## config.mk

```make
export PLATFORM = sky130hd
export DESIGN_NAME = semaforo_ctrl
export DESIGN_NICKNAME = d
export VERILOG_FILES = /design/src/rtl/semaforo_ctrl.sv
export SDC_FILE = /design/constraint.sdc
export NUM_CORES = 1
export LEC_CHECK = 0
export ABC_AREA = 1
export CORE_AREA = 2 2 39 41
export CTS_BUF_LIST = sky130_fd_sc_hd__clkbuf_4
export DETAILED_ROUTE_END_ITERATION = 8
export DIE_AREA = 0 0 41 43
export PLACE_DENSITY = 0.75
export SLEW_MARGIN = 15
export SYNTH_ARGS = -nofsm -noshare
export SYNTH_HDL_FRONTEND = slang
export SYNTH_SLANG_ARGS = --single-unit
```

## constraint.sdc

```tcl
create_clock -name clk -period 1.3 [get_ports clk]
set_input_delay 0.195 -clock clk [delete_from_list [all_inputs] [get_ports clk]]
set_output_delay 0.195 -clock clk [all_outputs]
set_load 0.02 [all_outputs]
```

## src/rtl/semaforo_ctrl.sv

```systemverilog
`default_nettype none
// ============================================================================
//  Module   : semaforo_ctrl
//  Purpose  : Two-road traffic-light sequencer. Moore FSM plus phase counter
//             produces the vehicle light codes consumed by the downstream
//             pedestrian-signal stage. Latched pedestrian requests may cut a
//             green phase short once its minimum length has elapsed.
//             Light code: 00 = red, 01 = yellow, 10 = green (11 never driven).
//  Ports    : clk     rising-edge clock
//             rst     synchronous reset, active low (priority over all inputs)
//             enb     advance enable; low freezes state, counter and latches
//             req_A   pedestrian request to cross road A (level)
//             req_B   pedestrian request to cross road B (level)
//             semA    road A light code
//             semB    road B light code
//             phase   current state encoding (debug)
//  Config   : SEM_ALL_RED_EN - when defined, an all-red clearance phase of
//             T_ALLRED cycles follows each yellow.
//  Revision : 1.0 - initial release
// ============================================================================
module semaforo_ctrl #(
    parameter int T_GREEN     = 4,
    parameter int T_GREEN_MIN = 2,
    parameter int T_YELLOW    = 1,
    parameter int T_ALLRED    = 1,
    parameter int CW          = 4
) (
    input  logic       clk,
    input  logic       rst,
    input  logic       enb,
    input  logic       req_A,
    input  logic       req_B,
    output logic [1:0] semA,
    output logic [1:0] semB,
    output logic [2:0] phase
);

    // Parameter sanity check at elaboration time.
    if ((T_GREEN < 1) || (T_GREEN > (1 << CW)) || (T_GREEN_MIN < 1) ||
        (T_GREEN_MIN > T_GREEN) || (T_YELLOW < 1) || (T_YELLOW > (1 << CW)) ||
        (T_ALLRED < 1) || (T_ALLRED > (1 << CW))) begin : g_param_check
        $error("semaforo_ctrl: phase length parameter out of range");
    end

    typedef enum logic [2:0] {
        ST_INIT     = 3'd0,
        ST_B_GREEN  = 3'd1,
        ST_B_YELLOW = 3'd2,
        ST_RED_BA   = 3'd3,
        ST_A_GREEN  = 3'd4,
        ST_A_YELLOW = 3'd5,
        ST_RED_AB   = 3'd6
    } state_t;

    localparam logic [1:0] c_RED    = 2'b00;
    localparam logic [1:0] c_YELLOW = 2'b01;
    localparam logic [1:0] c_GREEN  = 2'b10;

    // Last counter value of each phase (a phase of length T exits at cnt==T-1).
    localparam logic [CW-1:0] c_GREEN_LAST  = CW'(T_GREEN - 1);
    localparam logic [CW-1:0] c_GMIN_LAST   = CW'(T_GREEN_MIN - 1);
    localparam logic [CW-1:0] c_YELLOW_LAST = CW'(T_YELLOW - 1);
`ifdef SEM_ALL_RED_EN
    localparam logic [CW-1:0] c_ALLRED_LAST = CW'(T_ALLRED - 1);
`endif

    state_t        r_state;
    logic [CW-1:0] r_cnt;
    logic          r_req_a;
    logic          r_req_b;

    state_t        w_next;
    logic          w_clr_a;
    logic          w_clr_b;
    logic [CW-1:0] w_cnt_next;

    // Next-state logic. Every transition goes to a different state, so a
    // state change is exactly a state entry and restarts the counter.
    always_comb begin
        w_next  = r_state;
        w_clr_a = 1'b0;
        w_clr_b = 1'b0;
        case (r_state)
            ST_INIT: w_next = ST_B_GREEN;
            ST_B_GREEN: begin
                // The latch is registered, so a request raised on this edge
                // only shortens the phase from the following cycle on.
                if ((r_cnt == c_GREEN_LAST) || (r_req_b && (r_cnt >= c_GMIN_LAST))) begin
                    w_next  = ST_B_YELLOW;
                    w_clr_b = 1'b1;
                end
            end
            ST_B_YELLOW: begin
                if (r_cnt == c_YELLOW_LAST) begin
`ifdef SEM_ALL_RED_EN
                    w_next = ST_RED_BA;
`else
                    w_next = ST_A_GREEN;
`endif
                end
            end
            ST_A_GREEN: begin
                if ((r_cnt == c_GREEN_LAST) || (r_req_a && (r_cnt >= c_GMIN_LAST))) begin
                    w_next  = ST_A_YELLOW;
                    w_clr_a = 1'b1;
                end
            end
            ST_A_YELLOW: begin
                if (r_cnt == c_YELLOW_LAST) begin
`ifdef SEM_ALL_RED_EN
                    w_next = ST_RED_AB;
`else
                    w_next = ST_B_GREEN;
`endif
                end
            end
`ifdef SEM_ALL_RED_EN
            ST_RED_BA: begin
                if (r_cnt == c_ALLRED_LAST) begin
                    w_next = ST_A_GREEN;
                end
            end
            ST_RED_AB: begin
                if (r_cnt == c_ALLRED_LAST) begin
                    w_next = ST_B_GREEN;
                end
            end
`endif
            default: w_next = ST_INIT;
        endcase
        w_cnt_next = (w_next != r_state) ? '0 : (r_cnt + CW'(1));
    end

    always_ff @(posedge clk) begin
        if (!rst) begin
            r_state <= ST_INIT;
            r_cnt   <= '0;
            r_req_a <= 1'b0;
            r_req_b <= 1'b0;
        end else if (enb) begin
            r_state <= w_next;
            r_cnt   <= w_cnt_next;
            // Clear on yellow entry dominates a simultaneous new request.
            r_req_a <= w_clr_a ? 1'b0 : (r_req_a | req_A);
            r_req_b <= w_clr_b ? 1'b0 : (r_req_b | req_B);
        end
    end

    // Moore output decode straight from the state register.
    always_comb begin
        semA = c_RED;
        semB = c_RED;
        case (r_state)
            ST_B_GREEN:  semB = c_GREEN;
            ST_B_YELLOW: semB = c_YELLOW;
            ST_A_GREEN:  semA = c_GREEN;
            ST_A_YELLOW: semA = c_YELLOW;
            default: begin
                semA = c_RED;
                semB = c_RED;
            end
        endcase
    end

    assign phase = r_state;

endmodule
`default_nettype wire

```

==> impl_metrics.csv <==
group,metric,value,unit
floorplan,dieArea,1760,sq um
logic_synthesis,synth_edf_count,0,
clock_network,cts_tree,"done",
place,dp_hpwl,1250,microns
drt,vias,739,
global_routing,grt_pass1_wl,2800,microns
logic_synthesis,synthesis.nets,95,
worst_setup_path,crit_path_max_incr_delay,390,ps
finish,fillers,94,
place,place_ws,-158,ps
floorplan,start_util,0.420,
worst_hold_path,holdPathStages,2,
drt,via_per_inst,5.17,
worst_setup_path,arrival,1610,ps
global_routing,antenna_found_initial,0,
power,power,897,uW
timing,slew_viol_final,0,
finish,utilization,0.799,
drt,antenna_left,0,
outcome,violations,"setup timing",
place,io_buffers,11,
logic_synthesis,seq_area_frac_synth,0.310,
worst_setup_path,reg2reg_depth,8,
drt,firstDrtPassIters,4,
worst_setup_path,crit_chain,"inv_4 > ha_4 > nand2_4 > nor2_4 > o21bai_4 > nor3_4 > nand2_4 > a21oi_2",
logic_synthesis,synthFlopType,"dfxtp_1",
worst_setup_path,crit_path_frequent_cell,"nand2_4",
logic_synthesis,avgSynthCellArea,6.67,sq um
place,gp_congestion,0.811,
logic_synthesis,synth_area,581,sq um
clock_network,numCtsBuffers,3,
finish,seq_area,195,sq um
worst_setup_path,start_kind,"flip-flop",
drt,drc_errors,0,
logic_synthesis,synth_cell_types,24,
clock_network,clock_path_buffers,2,
timing,min_period,1420,ps
worst_setup_path,worstReg2RegEnd,"r_cnt[0]",
global_routing,overflow,0,
drt,wl_per_cell,13.9,microns
drt,wl,1980,microns
clock_network,cts_sinks,9,
timing,setup_viol,6,
timing,slew-limit-headroom,0.787,
clock_network,htreeDepth,1,
timing,worst_slack,-125,ps
worst_hold_path,hold_class,"flip-flop to flip-flop",
power,p_leak,0.527,nW
timing,fmax,702,MHz
floorplan,die_y,43,microns
clock_network,hold_buffers,0,
worst_hold_path,min_to,"r_req_a",
timing,whs,559,ps
timing,finClkSkew,2.63,ps
clock_network,clock_latency,260,ps
worst_setup_path,critPathKind,"flip-flop to flip-flop",
worst_setup_path,crit_slowest_cell,"dfxtp_4",
clock_network,clk_pin_slew_worst_paths,60,ps
power,vdd_drop_max,0.589,mV
place,place_inst,137,
timing,rsz0062_at_grt,"yes",
timing,fin_crit_sh,1.10,
global_routing,grt_pass1_vias,695,
logic_synthesis,yosys-top-cells-area,"dfxtp_1 (31%), nand2_1 (12%), inv_1 (9.1%), a21oi_1 (7.8%), ha_1 (6.5%)",
logic_synthesis,synth.most_common_cell,"nand2_1",
logic_synthesis,synth-async-reset-ratio,0,
finish,syn_to_final_growth,90.5,%
worst_setup_path,r2r_setup_slack,-120,ps
outcome,outcome,"finished with violations",
logic_synthesis,ys_warn_count,0,
worst_setup_path,critPathMaxFanout,4,
drt,drt_iter0_drc,9,
clock_network,clockRootBuffer,"clkbuf_4",
timing,final-hold-violation-count,0,
finish,fin_cells,143,
finish,fin_nets,136,
logic_synthesis,synth_top_area_cell,"dfxtp_1",
worst_setup_path,timing.rr.start,"r_cnt[0]",
logic_synthesis,netlist.area_leader.share,0.310,
global_routing,grt_max_degree,11,
finish,multi_input_comb_area,487,sq um
timing,worstMarginPinSlew,318,ps
worst_setup_path,critPathRequiredTime,1490,ps
global_routing,grt_usage,0.225,
worst_hold_path,hp-start,"r_req_a",
logic_synthesis,synth_seq_cells,9,
worst_setup_path,crit_path_end_kind,"flip-flop",
logic_synthesis,ys_top_cells_by_count,"nand2_1 (18), inv_1 (14), a21oi_1 (9), dfxtp_1 (9), nand3_1 (7)",
floorplan,pin_count,12,
floorplan,coreArea,1380,sq um
floorplan,die_w,41,microns
finish,diodes,0,
logic_synthesis,syn_inst,87,
run,cap_viol_max_count,0,
finish,drive_gt1_frac,0.614,
floorplan,core.rowCount,14,
power,power_density,811,nW/um^2
==> placed cells by master, fill, tap and decap left out, drive strengths merged, types with 2 or more instances in the layout <==
master and count:
buf 29, nand2 20, inv 16, a21oi 9, dfxtp 9, nand3 7
nor2 6, clkbuf 5, o21ai 4, clkdlybuf4s50 4, nor3 3, ha 3
clkdlybuf4s15 2
==> metrics by stage <==
step,area (sq um),TNS [ps]
global placement,920,-1140
floorplan,602,0
global route,1110,-1160
CTS,1010,-379
finish,1110,-567
detailed placement,920,-1320
==> critical path: cells and delay by family, from the launching register on <==
family,cells,cell delay [ps]
adder cells (fa/ha/maj),1,170
AND/OR/NAND/NOR,4,440
flip-flops,1,390
AO/OA/AOI/OAI,2,310
buffers and inverters,1,50
==> registers in the layout (all words and copies together), names as in the netlist <==
signal and cells:
phase 3, r_cnt 4, r_req_a 1, r_req_b 1
==> routing by layer <==
metal	wire length, microns	global-route usage	vias to the layer above
met5	0	0	-
met4	46	0.0600	0
met3	68	0.0471	6
met2	1050	0.391	20
met1	817	0.261	343
li1	-	-	370
==> worst max-delay path by stage <==
stage | startpoint | endpoint | slack [ps] | cells after the start
after detailed placement | enb | phase[1] | -160 | 4
after global routing | r_cnt[1] | r_cnt[3] | -190 | 12
after global placement | enb | phase[1] | -150 | 4
after CTS | r_cnt[1] | r_cnt[1] | -80 | 12
final | r_cnt[0] | r_cnt[0] | -120 | 8
after floorplan | phase[2] | r_cnt[0] | 10 | 8
==> timing repair <==
action / CTS / global route
endpoints found under the setup margin: 15 / 13
pin swaps: 6 / 12
setup buffers: 1 / 1
resized for setup: 35 / 31
==> final cells by class <==
class                   count  area share
flip-flops and latches      9       0.176
well taps                  16      0.0181
multi-input cells          60       0.440
inverters                  17      0.0679
repair buffers             37       0.270
clock buffers               4      0.0271
==> power by group <==
part | switching [mW] | internal (mW)
clock network | 0.0973 | 0.139
logic | 0.181 | 0.162
registers | 0.0246 | 0.293
total | 0.303 | 0.594
==> kinds of logic (layout without fill, tap and decap cells) <==
group / Yosys count / after routing / synth area share
AO/OA/AOI/OAI: 21 / 21 / 0.218
adder cells (fa/ha/maj): 3 / 3 / 0.0647
buffers and inverters: 18 / 58 / 0.119
flip-flops: 9 / 9 / 0.310
AND/OR/NAND/NOR: 36 / 36 / 0.289
Power figures use the tool's default switching activity.
